## src/rtl/counter_mod_n.sv

```systemverilog
// Parametrised modulo-N up/down counter with load, carry/borrow pulse and zero flag.
// Define COUNTER_MOD_N_SAT_EN to saturate at 0 / MOD-1 instead of wrapping.
module counter_mod_n #(
   parameter int     WIDTH = 4,
   parameter longint MOD   = 16,
   parameter longint STEP  = 1,
   parameter longint INIT  = 0
) (
   input  logic             CLK,
   input  logic             RESET,
   input  logic             CE,
   input  logic             UP,
   input  logic             LD,
   input  logic [WIDTH-1:0] LD_VAL,
   output logic [WIDTH-1:0] O,
   output logic             COUT,
   output logic             ZERO
);

   // Compares run at WIDTH+1 bits so MOD = 2^WIDTH needs no special case.
   localparam logic [WIDTH:0]   MOD_E  = (WIDTH+1)'(MOD);
   localparam logic [WIDTH:0]   STEP_E = (WIDTH+1)'(STEP);
   localparam logic [WIDTH-1:0] STEP_V = WIDTH'(STEP);
   localparam logic [WIDTH-1:0] MAX_V  = WIDTH'(MOD - 1);
   localparam logic [WIDTH-1:0] INIT_V = WIDTH'(INIT);

   logic [WIDTH-1:0] o_q, o_d;
   logic             cout_q, cout_d;

   // Returns {boundary_crossed, next_count} for an upward step.
   function automatic logic [WIDTH:0] step_up(input logic [WIDTH-1:0] cur);
      logic [WIDTH:0] s;
      s = {1'b0, cur} + STEP_E;
      if (s >= MOD_E) begin
`ifdef COUNTER_MOD_N_SAT_EN
         return {1'b1, MAX_V};
`else
         return {1'b1, WIDTH'(s - MOD_E)};
`endif
      end
      return {1'b0, s[WIDTH-1:0]};
   endfunction

   // Returns {boundary_crossed, next_count} for a downward step.
   function automatic logic [WIDTH:0] step_dn(input logic [WIDTH-1:0] cur);
      if ({1'b0, cur} < STEP_E) begin
`ifdef COUNTER_MOD_N_SAT_EN
         return {1'b1, {WIDTH{1'b0}}};
`else
         return {1'b1, WIDTH'({1'b0, cur} + MOD_E - STEP_E)};
`endif
      end
      return {1'b0, cur - STEP_V};
   endfunction

   function automatic logic [WIDTH-1:0] clamp_load(input logic [WIDTH-1:0] v);
      if ({1'b0, v} >= MOD_E) return MAX_V;
      return v;
   endfunction

   always_comb begin
      o_d    = o_q;
      cout_d = 1'b0;
      if (LD) begin
         o_d = clamp_load(LD_VAL);
      end else if (CE) begin
         if (UP) {cout_d, o_d} = step_up(o_q);
         else    {cout_d, o_d} = step_dn(o_q);
      end
   end

   always_ff @(posedge CLK) begin
      if (RESET) begin
         o_q    <= INIT_V;
         cout_q <= 1'b0;
      end else begin
         o_q    <= o_d;
         cout_q <= cout_d;
      end
   end

   assign O    = o_q;
   assign COUT = cout_q;
   assign ZERO = (o_q == '0);

endmodule
```

## config.mk

```make
export PLATFORM = sky130hd
export DESIGN_NAME = counter_mod_n
export DESIGN_NICKNAME = d
export VERILOG_FILES = /design/src/rtl/counter_mod_n.sv
export SDC_FILE = /design/constraint.sdc
export NUM_CORES = 1
export LEC_CHECK = 0
export ABC_AREA = 1
export ABC_CLOCK_PERIOD_IN_PS = 1340
export BUFFER_PORTS_ARGS = -buffer_cell sky130_fd_sc_hd__buf_2
export CAP_MARGIN = 20
export CORE_AREA = 3 3 40 42
export CTS_CLUSTER_DIAMETER = 50
export DETAILED_ROUTE_END_ITERATION = 6
export DIE_AREA = 0 0 43 45
export SYNTH_ARGS = -nofsm -noshare
export SYNTH_HDL_FRONTEND = slang
export SYNTH_SLANG_ARGS = --single-unit
```

## constraint.sdc

```tcl
create_clock -name CLK -period 1.34 [get_ports CLK]
set_input_delay 0.201 -clock CLK [delete_from_list [all_inputs] [get_ports CLK]]
set_output_delay 0.201 -clock CLK [all_outputs]
set_load 0.1 [all_outputs]
```

**Yosys cells after proc, flatten, opt, wreduce, memory -nomap -nowiden**

Index checks and enable logic that the tools add are counted.

- $add $sub $neg: 5
- $lt $le $gt $ge: 2
- Multiplexer cells: 16
- Bitwise gates (word level): 1
- Reductions and logical operators: 3

Operator list:

| cell | count |
|---|---|
| $mux 5 | 4 |
| $mux 4 | 3 |
| $sub 4x1->4 const B | 3 |
| $mux 1 | 9 |
| $add 4x1->5 const B | 1 |
| $ge 5x5->1 const B | 1 |
| $add 4x1->4 const B | 1 |
| $logic_not 4->1 | 1 |
| $lt 4x1->1 const B | 1 |
| $reduce_or 3->1 | 1 |
| $reduce_bool 2->1 | 1 |
| $not 1->1 | 1 |

- Register bits after elaboration: 5
- Input port bits: 9
- Logic and storage cells: 29

**Logic depth before layout (Yosys ltp)**

- Word-level depth: 10
- Depth in mapped cells: 7
- Depth with buffers taken out: 7

**Worst setup path before layout**

No wires, ideal clock.

- Path kind: reg-to-reg
- From: register o_q[0], in the netlist O[0]
- To: register cout_q, in the netlist COUT
- Library setup time: 0.080 ns
- Arrival: 2.615 ns
- Setup slack: -1.355 ns
- Cell stages (with the launch flop): 7
- Cells stage by stage: dfxtp_1 inv_1 ha_1 inv_1 nor3_2 nand2_1 a211oi_2

- Word-level cells in the longest chain between the ends: 8

RTL lines:

| item | RTL line | source |
|---|---|---|
| from (decl) | 27 | `logic [WIDTH-1:0] o_q, o_d;` |
| from (signal assigned) | 74 | `o_q <= INIT_V;` |
| from (signal assigned) | 77 | `o_q <= o_d;` |
| $add 4x1->5 | 33 | `s = {1'b0, cur} + STEP_E;` |
| $ge 5x5->1 | 34 | `if (s >= MOD_E) begin` |
| $mux 1 | 34 |  |
| $mux 1 | 67 | `if (UP) {cout_d, o_d} = step_up(o_q);` |
| $mux 1 | 66 | `end else if (CE) begin` |
| $mux 1 | 64 | `if (LD) begin` |
| $mux 5 | 41 | `return {1'b0, s[WIDTH-1:0]};` |
| $mux 1 * | 67 |  |
| to (signal assigned) | 78 | `cout_q <= cout_d;` |
| to (decl) | 28 | `logic cout_q, cout_d;` |

Every way passes the cells marked *; elsewhere a longest branch is shown, timed or not. The select of a mux whose other input is x is not followed.
A chain may end at the register's enable or synchronous reset.

**Final worst setup path**

- From: register o_q[0], in the netlist O[0]
- To: output ZERO

- Word-level cells in the longest chain between the ends: 1

RTL lines:

| item | RTL line | source |
|---|---|---|
| $logic_not 4->1 | 84 | `assign ZERO = (o_q == '0);` |
| to (decl) | 17 | `output logic ZERO` |

Every way passes these cells.

==> results.txt <==
----------------------------------------------------
[Route]
  # DRC ... 0
  Routed via count ... between 300 and 400
  Total iterations of the first detailed-routing run ... 2
  Remaining antenna violation count after routing ... 0
  Final WL ... approximately 900 µm
  Routed wire per std cell ... 10.3 µm
  Vias per cell ... approximately 4.5
  Number of DRC violations after detailed-routing iteration 0 ... 5

[Cells and area]
  Filler Cells Inserted ... around 120
  Final design utilization ... 0.460
  Post-route non-filler standard cell count ... slightly below 90
  Layout overhead on the synthesized area ... 63.3%
  Number of diodes ... 0
  Combined flip-flop and latch cell area ... about 110 µm²
  Area of combinational cells with multiple inputs ... between 200 and 250 µm²
  Share of cells above drive strength 1 ... 0.507
  Final Net Count ... between 80 and 90

[Timing]
  Unrepaired setup endpoints after global routing ... yes
  Remaining max-slew budget at the tightest pin ... 0.677
  Share of the clock period used by the worst path after layout ... 1.02
  Minimum hold slack ... between 0.15 and 0.2 ns
  Worst Max-Slew Pin Slew ... ~0.49 ns
  Clock Skews ... about 0.00018 ns
  Final setup margin ... -0.0289 ns
  Pins over their slew limit ... 0
  Count of endpoints failing hold in the final timing report ... 0
  Shortest period the worst path allows ... between 1 and 1.5 ns
  Maximum clock frequency ... between 700 and 800 MHz
  Finish-stage setup viols ... 1

[Synthesis]
  Summed instance area of the synthesized netlist ... roughly 360 µm²
  Count of distinct cell types in the synthesized netlist ... 20
  Yosys Warn Count ... 0
  Mean post-synth cell area ... about 7 µm²
  Number of nets in the synthesized netlist ... 63
  Seq/Total Area, Yosys ... 0.277
  Count of mapped cells out of synthesis ... 52
  Seq cells post-synth ... 5

[Worst setup path]
  Largest driver fanout on the critical path ... 2
  Launching point of the worst reg2reg path ... O[0]$_SDFFE_PP0P_
  Critical path endpoint category ... primary output
  Critical Path RT ... between 1 and 1.5 ns
  Start-to-end type of the worst setup path ... reg -> out
  Arrival time of data at the critical path endpoint ... around 1.2 ns
  Startpoint kind of the worst setup timing path ... flip-flop
  Worst setup path startpoint ... O[0]$_SDFFE_PP0P_

[CTS]
  Root Buffer Master ... clkbuf_4
  Quantity of hold-fixing buffers added after cts ... 0
  TritonCTS clock tree ... done
  Clock buffers created by TritonCTS ... 3
  Maximum count of clock buffers along a single path ... 2
  Source-to-sink clock delay at the later pin of the worst-skew pair ... 0.24 ns
  Clk pin slew, worst setup/hold paths ... around 0.040 ns
  Clk sinks ... 5
  # H-tree levels ... 1

[Placed design]
  Global placer's final weighted congestion ... around 0.7
  Post-DP HPWL ... 711 µm
  Worst setup timing slack at the placement stage ... 0.143 ns
  PortBufs ... 14
  Post-Place Cells ... 81

[Run status]
  Outcome ... finished, violations left
  Violated checks ... negative setup slack

[Floorplanning]
  DIE HEIGHT ... around 45 µm
  Count of standard-cell rows ... 13
  DIE AREA ... approximately 0.0019 mm²
  Count of boundary I/O pins ... 15
  Core box area ... 0.00128 mm²
  X dimension of the die ... between 40 and 50 µm
  Starting utilization of the core area ... 0.281

[Global routing]
  Number of antenna violations at the first check in global routing ... 0
  Sum of overflow across all layers after global routing ... 0
  Number of global-route vias before repair ... roughly 370
  GR Util All Layers ... 0.113
  Largest net degree at the start of global routing ... 8
  Wire length of the first global-routing pass ... around 1600 µm

[Power]
  Power density normalized to cell area ... between 1000 and 1500 mW/mm²
  Tot Pwr ... roughly 620 µW
  Cell leakage power ... ~0.00029 µW
  Largest voltage drop on the vdd net ... roughly 0.00044 V

[Hold path]
  Tightest Hold Check Type ... in -> reg
  Worst Min Path Start ... RESET

[Run]
  Max-cap check violation count ... 0

----------------------------------------------------
-- where the power goes --
group | internal, µW | switching, µW | leakage [µW]
clock | 112 | 59.5 | 0.0000150
combinational | 103 | 173 | 0.000229
sequential | 160 | 16.5 | 0.0000431
total | 375 | 249 | 0.000287
-- cell usage after synthesis, drive strengths merged --
| cell type | count | area (µm²) |
|---|---|---|
| clkinv | 1 | 3.75 |
| xnor2 | 1 | 8.76 |
| a21oi | 2 | 13.8 |
| nand3b | 1 | 7.51 |
| nand3 | 4 | 30.0 |
| a31oi | 1 | 6.26 |
| nor3 | 1 | 10.0 |
| nor2 | 3 | 13.8 |
| dfxtp | 5 | 100 |
| a211oi | 1 | 12.5 |
| inv | 9 | 33.8 |
| nand2 | 18 | 72.6 |
| ha | 2 | 25.0 |
| a31o | 1 | 8.76 |
| a22oi | 2 | 15.0 |
-- layer usage --
layer / part of all wire / up-vias / global-route usage / wire length (µm)
li1: - / 209 / - / -
met5: 0 / - / 0 / 0
met2: 0.48 / 10 / 0.165 / 429
met4: 0 / 0 / 0.0723 / 0
met1: 0.44 / 175 / 0.135 / 399
met3: 0.082 / 0 / 0.0518 / 74
-- path summary, 6_finish.rpt --
kind / end / slack, ns / cells past startpoint
max: ZERO / -0.03 / 5
min: O[3]$_SDFFE_PP0P_ / 0.19 / 2
max reg2reg: COUT$_SDFF_PP0_ / 0.14 / 7
min reg2reg: COUT$_SDFF_PP0_ / 0.58 / 2
-- registers in the layout, indices dropped and copies added (netlist names) --
register / cells
O: 4
COUT: 1
-- logic make-up after synthesis --
logic type,Yosys count,synth area share
simple gates,27,0.370
buf+inv,10,0.104
compound gates,7,0.156
flops,5,0.277
fa+ha+maj,2,0.0692
xor+xnor,1,0.0242
-- through the flow --
stage / instance area [µm²] / TNS [ns]
after floorplan: 393 / -0.975
after global placement: 542 / 0
after detailed placement: 542 / 0
after CTS: 591 / -0.0402
after global routing: 591 / -0.0898
final: 591 / -0.0289
-- critical path, stage by stage (launching register included) --
cell and delay [ns]:
dfxtp_4 0.34, inv_4 0.06, ha_4 0.13, inv_2 0.04, nor3_4 0.16, buf_12 0.20
-- cells in the final DEF (no fill, tap or decap), drive strengths merged --
cell,count
a211oi,1
a21oi,2
a22oi,2
a31o,1
a31oi,1
buf,17
clkbuf,4
clkinv,1
dfxtp,5
ha,2
inv,9
nand2,18
nand3,4
nand3b,1
nor2,3
nor3,1
xnor2,1
-- area by class of cell --
class / count / area share
sequential: 5 / 0.186
multi-input combinational: 37 / 0.411
timing repair buffer: 17 / 0.258
inverter: 10 / 0.0678
tap: 15 / 0.0318
clock buffer: 4 / 0.0445
-- what timing repair did --
item	in CTS	in global routing
setup buffers	3	0
pin swaps	1	0
endpoints found under the setup margin	1	1
gates cloned	0	0
hold endpoints to repair	0	0
gates resized for setup	0	0
(Power assumes the default switching activity.)
